**config.mk**
```make
export PLATFORM = sky130hd
export DESIGN_NAME = gpr_wb_arbiter_flat
export DESIGN_NICKNAME = d
export VERILOG_FILES = /design/src/rtl/gpr_pkg.sv /design/src/rtl/gpr_wb_arbiter_if.sv /design/src/rtl/gpr_wb_arbiter_rr_arb.sv /design/src/rtl/gpr_wb_arbiter.sv /design/src/flat_wrapper.sv
export SDC_FILE = /design/constraint.sdc
export NUM_CORES = 1
export LEC_CHECK = 0
export CAP_MARGIN = 15
export CORE_MARGIN = 2
export CORE_UTILIZATION = 47
export CTS_CLUSTER_DIAMETER = 150
export DETAILED_ROUTE_END_ITERATION = 10
export PLACE_DENSITY_LB_ADDON = 0.2
export SYNTH_ARGS = -nofsm -noshare
export SYNTH_HDL_FRONTEND = slang
export SYNTH_SLANG_ARGS = --single-unit
```
**constraint.sdc**
```tcl
create_clock -name clk -period 2.86 [get_ports clk]
set_input_delay 0.429 -clock clk [delete_from_list [all_inputs] [get_ports clk]]
set_output_delay 0.429 -clock clk [all_outputs]
set_load 0.02 [all_outputs]
```
**src/rtl/gpr_pkg.sv**
```systemverilog
// Shared constants for the GPR writeback arbiter slice.
package gpr_pkg;

  localparam int unsigned GPR_ADDR_WIDTH = 5;
  localparam int unsigned GPR_DATA_WIDTH = 32;
  localparam int unsigned GPR_NREQ       = 3;

  // Requester indices on the writeback bus
  localparam int unsigned REQ_ALU = 0;
  localparam int unsigned REQ_LSU = 1;
  localparam int unsigned REQ_CSR = 2;

  // Width of a pointer able to index n requesters (at least one bit)
  function automatic int unsigned ptr_width(input int unsigned n);
    return (n > 1) ? $clog2(n) : 1;
  endfunction

endpackage

```
**src/rtl/gpr_wb_arbiter_if.sv**
```systemverilog
// Writeback requests, issue handshake, operand busy query and GPR write port.
interface gpr_wb_arbiter_if
  import gpr_pkg::*;
#(
  parameter int unsigned NREQ       = GPR_NREQ,
  parameter int unsigned ADDR_WIDTH = GPR_ADDR_WIDTH,
  parameter int unsigned DATA_WIDTH = GPR_DATA_WIDTH
) ();

  logic [NREQ-1:0]            req_valid;
  logic [NREQ*ADDR_WIDTH-1:0] req_addr;
  logic [NREQ*DATA_WIDTH-1:0] req_data;
  logic [NREQ-1:0]            req_ready;

  logic                  iss_valid;
  logic [ADDR_WIDTH-1:0] iss_rd;
  logic                  iss_ready;

  logic [ADDR_WIDTH-1:0] rs1;
  logic [ADDR_WIDTH-1:0] rs2;
  logic                  rs1_busy;
  logic                  rs2_busy;

  logic                  gpr_wen;
  logic [ADDR_WIDTH-1:0] gpr_waddr;
  logic [DATA_WIDTH-1:0] gpr_wdata;

  // Pipeline side: drives requests, issue and source queries
  modport master (
    output req_valid, req_addr, req_data, iss_valid, iss_rd, rs1, rs2,
    input  req_ready, iss_ready, rs1_busy, rs2_busy, gpr_wen, gpr_waddr, gpr_wdata
  );

  // Arbiter side
  modport slave (
    input  req_valid, req_addr, req_data, iss_valid, iss_rd, rs1, rs2,
    output req_ready, iss_ready, rs1_busy, rs2_busy, gpr_wen, gpr_waddr, gpr_wdata
  );

endinterface

```
**src/rtl/gpr_wb_arbiter_rr_arb.sv**
```systemverilog
// Round-robin grant: first requester at or above ptr, wrapping modulo NREQ.
module rr_arb
  import gpr_pkg::*;
#(
  parameter int unsigned NREQ  = GPR_NREQ,
  parameter int unsigned PTR_W = ptr_width(NREQ)
) (
  input  logic [NREQ-1:0]  req,
  input  logic [PTR_W-1:0] ptr,
  output logic [NREQ-1:0]  gnt
);

  int unsigned      idx;
  logic [PTR_W-1:0] sel;
  logic             found;

  // Search upward from the pointer and grant the first active request
  always_comb begin
    gnt   = '0;
    found = 1'b0;
    idx   = 0;
    sel   = '0;
    for (int unsigned off = 0; off < NREQ; off++) begin
      idx = (32'(ptr) + off) % NREQ;
      sel = PTR_W'(idx);
      if (!found && req[sel]) begin
        gnt[sel] = 1'b1;
        found    = 1'b1;
      end
    end
  end

endmodule

```
**src/rtl/gpr_wb_arbiter.sv**
```systemverilog
// GPR writeback arbiter with register-busy scoreboard for issue WAW stalls.
module gpr_wb_arbiter
  import gpr_pkg::*;
#(
  parameter int unsigned ADDR_WIDTH = GPR_ADDR_WIDTH,
  parameter int unsigned DATA_WIDTH = GPR_DATA_WIDTH,
  parameter int unsigned NREQ       = GPR_NREQ
) (
  input logic             clk,
  input logic             rst,
  gpr_wb_arbiter_if.slave bus
);

  localparam int unsigned NREG  = 1 << ADDR_WIDTH;
  localparam int unsigned PTR_W = ptr_width(NREQ);

  logic [NREG-1:0]       busy;
  logic [NREG-1:0]       busy_set;
  logic [NREG-1:0]       busy_clr;
  logic [PTR_W-1:0]      ptr;
  logic [NREQ-1:0]       gnt;
  logic                  hs;
  logic [PTR_W-1:0]      hs_idx;
  logic [ADDR_WIDTH-1:0] hs_addr;
  logic [DATA_WIDTH-1:0] hs_data;
  logic                  wr_hits_rd;
  logic                  iss_ok;

  rr_arb #(
    .NREQ  (NREQ),
    .PTR_W (PTR_W)
  ) u_rr_arb (
    .req (bus.req_valid),
    .ptr (ptr),
    .gnt (gnt)
  );

  // Grants are suppressed while in reset so no handshake can be taken
  assign bus.req_ready = rst ? '0 : gnt;

  // Select the address/data of the granted requester
  always_comb begin
    hs      = 1'b0;
    hs_idx  = '0;
    hs_addr = '0;
    hs_data = '0;
    for (int unsigned i = 0; i < NREQ; i++) begin
      if (bus.req_ready[i]) begin
        hs      = 1'b1;
        hs_idx  = PTR_W'(i);
        hs_addr = bus.req_addr[i*ADDR_WIDTH +: ADDR_WIDTH];
        hs_data = bus.req_data[i*DATA_WIDTH +: DATA_WIDTH];
      end
    end
  end

  // Issue acceptance and scoreboard set/clear vectors; a write retiring
  // the same register this cycle releases the WAW stall
  always_comb begin
    wr_hits_rd = bus.gpr_wen && (bus.gpr_waddr == bus.iss_rd);
    iss_ok     = !rst && !((bus.iss_rd != '0) && busy[bus.iss_rd] && !wr_hits_rd);
    busy_set   = '0;
    busy_clr   = '0;
    if (bus.iss_valid && iss_ok && (bus.iss_rd != '0)) begin
      busy_set[bus.iss_rd] = 1'b1;
    end
    if (bus.gpr_wen) begin
      busy_clr[bus.gpr_waddr] = 1'b1;
    end
  end

  assign bus.iss_ready = iss_ok;
  assign bus.rs1_busy  = busy[bus.rs1];
  assign bus.rs2_busy  = busy[bus.rs2];

  // Scoreboard: set beats clear, register 0 never busy
  always_ff @(posedge clk) begin
    if (rst) begin
      busy <= '0;
    end else begin
      busy <= ((busy & ~busy_clr) | busy_set) & ~NREG'(1);
    end
  end

  // Round-robin pointer moves past the requester just served
  always_ff @(posedge clk) begin
    if (rst) begin
      ptr <= '0;
    end else if (hs) begin
      ptr <= (hs_idx == PTR_W'(NREQ - 1)) ? '0 : hs_idx + PTR_W'(1);
    end
  end

  // Registered GPR write port; writes to x0 are swallowed
  always_ff @(posedge clk) begin
    if (rst) begin
      bus.gpr_wen   <= 1'b0;
      bus.gpr_waddr <= '0;
      bus.gpr_wdata <= '0;
    end else begin
      bus.gpr_wen <= hs && (hs_addr != '0);
      if (hs) begin
        bus.gpr_waddr <= hs_addr;
        bus.gpr_wdata <= hs_data;
      end
    end
  end

endmodule

```
**src/flat_wrapper.sv**
```systemverilog
// flat-port wrapper written by rule: the top's interface ports become plain ports
module gpr_wb_arbiter_flat import gpr_pkg::*;
#(
  parameter int unsigned ADDR_WIDTH = GPR_ADDR_WIDTH,
  parameter int unsigned DATA_WIDTH = GPR_DATA_WIDTH,
  parameter int unsigned NREQ       = GPR_NREQ
)
  (clk, rst, bus_req_valid, bus_req_addr, bus_req_data, bus_iss_valid, bus_iss_rd, bus_rs1, bus_rs2, bus_req_ready, bus_iss_ready, bus_rs1_busy, bus_rs2_busy, bus_gpr_wen, bus_gpr_waddr, bus_gpr_wdata);
  gpr_wb_arbiter_if #(.NREQ(NREQ), .ADDR_WIDTH(ADDR_WIDTH), .DATA_WIDTH(DATA_WIDTH)) bus_i ();
  input logic clk;
  input logic rst;
  input wire logic [$bits(bus_i.req_valid)-1:0] bus_req_valid;
  input wire logic [$bits(bus_i.req_addr)-1:0] bus_req_addr;
  input wire logic [$bits(bus_i.req_data)-1:0] bus_req_data;
  input wire logic [$bits(bus_i.iss_valid)-1:0] bus_iss_valid;
  input wire logic [$bits(bus_i.iss_rd)-1:0] bus_iss_rd;
  input wire logic [$bits(bus_i.rs1)-1:0] bus_rs1;
  input wire logic [$bits(bus_i.rs2)-1:0] bus_rs2;
  output wire logic [$bits(bus_i.req_ready)-1:0] bus_req_ready;
  output wire logic [$bits(bus_i.iss_ready)-1:0] bus_iss_ready;
  output wire logic [$bits(bus_i.rs1_busy)-1:0] bus_rs1_busy;
  output wire logic [$bits(bus_i.rs2_busy)-1:0] bus_rs2_busy;
  output wire logic [$bits(bus_i.gpr_wen)-1:0] bus_gpr_wen;
  output wire logic [$bits(bus_i.gpr_waddr)-1:0] bus_gpr_waddr;
  output wire logic [$bits(bus_i.gpr_wdata)-1:0] bus_gpr_wdata;
  assign bus_i.req_valid = bus_req_valid;
  assign bus_i.req_addr = bus_req_addr;
  assign bus_i.req_data = bus_req_data;
  assign bus_i.iss_valid = bus_iss_valid;
  assign bus_i.iss_rd = bus_iss_rd;
  assign bus_i.rs1 = bus_rs1;
  assign bus_i.rs2 = bus_rs2;
  assign bus_req_ready = bus_i.req_ready;
  assign bus_iss_ready = bus_i.iss_ready;
  assign bus_rs1_busy = bus_i.rs1_busy;
  assign bus_rs2_busy = bus_i.rs2_busy;
  assign bus_gpr_wen = bus_i.gpr_wen;
  assign bus_gpr_waddr = bus_i.gpr_waddr;
  assign bus_gpr_wdata = bus_i.gpr_wdata;
  gpr_wb_arbiter #(.ADDR_WIDTH(ADDR_WIDTH), .DATA_WIDTH(DATA_WIDTH), .NREQ(NREQ)) u_core (.clk(clk), .rst(rst), .bus(bus_i));
endmodule
```
==> flow_summary_export.csv <==
group,metric,value,unit
status,status,"complete, no violations",
power_and_ir_drop,p_leak,2.882,nW
route,drtPass1Iterations,6,
global_routing,grt_max_degree,73,
synthesis,synth_common_cells,"71 x dfxtp_1, 71 x inv_1, 58 x o21ai_0",
route,wl_per_cell,19.95,um
clocking,cts_root_buf,"clkbuf_8",
sta,slew_headroom,50.92,%
sta,finalSetupViolCount,0,
sta,timing.fmax,364.8,MHz
die,initial_core_util,48.06,%
route,wirelength,18.71,mm
cells_and_area,drive_gt1_share,19.30,%
global_routing,antenna_found_initial,0,
cells_and_area,nets,929,
sta,maxSlewViolCount,0,
synthesis,syn-cell-area,5187,um^2
synthesis,async_flop_share,0,%
sta,period_minus_slack,2.741,ns
clocking,clk_pin_slew,0.07,ns
synthesis,avgSynthCellArea,8.675,um^2
synthesis,synthXorXnorAreaFrac,0.8442,%
synthesis,ys_seq_elements,71,
clocking,cts_num_sinks,71,
place,place_congestion,0.9291,
sta,worst_slack,0.1190,ns
sta,grt_setup_unrepaired,"true",
clocking,cts_max_level,3,
synthesis,synth_top_family_by_area,"compound AO/OA/AOI/OAI gates",
sta,setup_tns,0,ns
place,dp_cells,917,
synthesis,ys_warn_count,0,
clocking,numCtsBuffers,9,
synthesis,synthMuxAreaShare,13.97,%
cells_and_area,fin_cells,938,
worst_setup_path,crit_type,"in2out",
job,maxCapViolations,0,
synthesis,synth_fa_ha_area_share,0.9648,%
global_routing,grt_usage,31.32,%
synthesis,synth_fp_nets,734,
synthesis,yosysTopAreaCellShare,27.40,%
route,vias,5738,
place,post-dp-hpwl,13.59,mm
global_routing,grt.overflow.total,0,
synthesis,synth-simple-area-share,13.94,%
synthesis,synthTopCellsByArea,"dfxtp_1 27%, mux4_2 12%, o21ai_0 5.6%, o221ai_1 5.4%, o311ai_0 5.2%",
synthesis,syn-instance-count,598,
synthesis,synth_edf_count,0,
sta,tightest_slew,0.7362,ns
min_path,hp-class,"reg2reg",
die,core,10790,um^2
route,drt_iter0_drc,400,
power_and_ir_drop,vdd_drop_max,580.3,uV
route,ant_nets,0,
clocking,clock_path_buffers,2,
synthesis,yosys.area.top_type,"dfxtp_1",
global_routing,grt_pass1_vias,5661,
cells_and_area,multi_input_area,3269,um^2
place,dp_slack,-0.6550,ns
route,route.detailed.drc,0,
clocking,clock_latency,0.36,ns
cells_and_area,num_antenna_cells,0,
global_routing,grt_pass1_wl,28.71,mm
sta,finClkSkew,0.01247,ns
route,viasPerCell,6.117,
cells_and_area,syn2layout_area_growth,48.91,%
place,numPortBuffers,175,
die,die_area,11890,um^2
cells_and_area,fillCellCount,818,
worst_setup_path,cp.required,2.43,ns
cells_and_area,final-seq-area,1421,um^2
synthesis,synth_flop_cell,"dfxtp_1",
die,num_rows,38,
synthesis,synth_cell_type_count,55,
synthesis,ys_seq_area_share,27.40,%
sta,fin_crit_sh,95.84,%
synthesis,synth-compound-area-share,31.69,%
clocking,cts_hold_buf,0,
die,pin_count,176,
worst_setup_path,start_kind,"input pin",
clocking,cts_tree,"done",
worst_setup_path,arrival,2.31,ns
worst_setup_path,end_kind,"primary output",
die,die_h,109.1,um
power_and_ir_drop,powerDensity,800.8,nW/um^2
worst_setup_path,critPathMaxFanout,2,
die,die_w,109.1,um
sta,finalHoldViolCount,0,
==> metal layers <==
metal / global-route usage [%] / part of all wire (%) / wire length [um]
met4: 13.00 / 3.1 / 583
met5: 0 / 0 / 0
met2: 56.97 / 52 / 9729
met3: 8.368 / 8.3 / 1554
met1: 34.15 / 37 / 6845
==> report_power, final <==
group	total [mW]	switching, mW	leakage, nW	internal [mW]
Combinational	4.05	2.14	2.21	1.91
Sequential	1.38	0.155	0.582	1.22
Clock	0.760	0.417	0.0905	0.343
Total	6.19	2.71	2.88	3.47
==> kinds of logic after synthesis <==
kind of cell	after synthesis
xor+xnor	5
flops	71
compound gates	218
buf+inv	137
fa+ha+maj	4
mux	38
simple gates	125
==> metrics by stage <==
| stage | utilization (%) | cell area (um^2) | power [mW] | hold slack, ns |
|---|---|---|---|---|
| detailed placement | 68.66 | 7411 | 5.189 | 0.4572 |
| global route | 71.57 | 7725 | 6.564 | 0.4838 |
| finish | 71.57 | 7725 | 6.186 | 0.4636 |
| CTS | 71.18 | 7682 | 6.097 | 0.4689 |
| global placement | 68.66 | 7411 | 5.115 | 0.4482 |
| floorplan | - | 5187 | 3.662 | 0.4770 |
==> path summary, 6_finish.rpt <==
kind                                          from  depth (start not counted)                                     to  slack, ns
max                                     bus_rs2[1]                          7                           bus_rs2_busy       0.12
max reg2reg             u_core.ptr[1]$_SDFFE_PP0P_                         10   u_core.bus.gpr_waddr[0]$_SDFFE_PP0P_       0.14
min reg2reg  u_core.bus.gpr_wdata[23]$_SDFFE_PP0P_                          2  u_core.bus.gpr_wdata[23]$_SDFFE_PP0P_       0.46
min          u_core.bus.gpr_wdata[23]$_SDFFE_PP0P_                          2  u_core.bus.gpr_wdata[23]$_SDFFE_PP0P_       0.46
==> critical path, cell delays in order <==
cell and delay [ns]:
clkdlybuf4s50_1 0.51, mux2_2 0.35, nand2_1 0.07, o21ai_0 0.08, mux4_2 0.46, mux2_2 0.26, buf_2 0.16
==> final cells by class <==
type	instances	share of cell area, %
multi-input combinational	390	42.32
clock inverter	4	0.4049
inverter	72	3.563
clock buffer	12	1.879
tap	140	2.268
timing repair buffer	249	31.16
sequential	71	18.40
==> flip-flops by register name, indices dropped and copies added, names as in the netlist <==
name / cells
u_core.bus.gpr_wdata: 32
u_core.bus.gpr_waddr: 5
u_core.ptr: 2
u_core.bus.gpr_wen: 1
u_core.busy: 31
==> layout by cell type (no fill, tap or decap), types with 5 or more instances in the layout <==
cell type / count
o221ai_1: 32
dfxtp_1: 71
nand3_1: 6
nor2b_1: 23
clkdlybuf4s50_1: 164
a221oi_2: 5
nand3b_1: 21
a21oi_1: 9
buf_12: 7
o311ai_0: 31
buf_2: 6
mux4_2: 27
nand2b_1: 7
o21ai_0: 57
inv_1: 71
nor2_1: 8
buf_4: 63
mux2_2: 5
a221oi_1: 27
nand2_1: 34
o31ai_1: 31
clkbuf_8: 10
nor3b_1: 6
xnor2_1: 5
==> timing repair <==
action | CTS | global route
setup buffers | 3 | 0
endpoints found under the setup margin | 27 | 10
resized for setup | 33 | 22
pin swaps | 0 | 3
cloned | 1 | 1
Power figures use the tool's default switching activity.
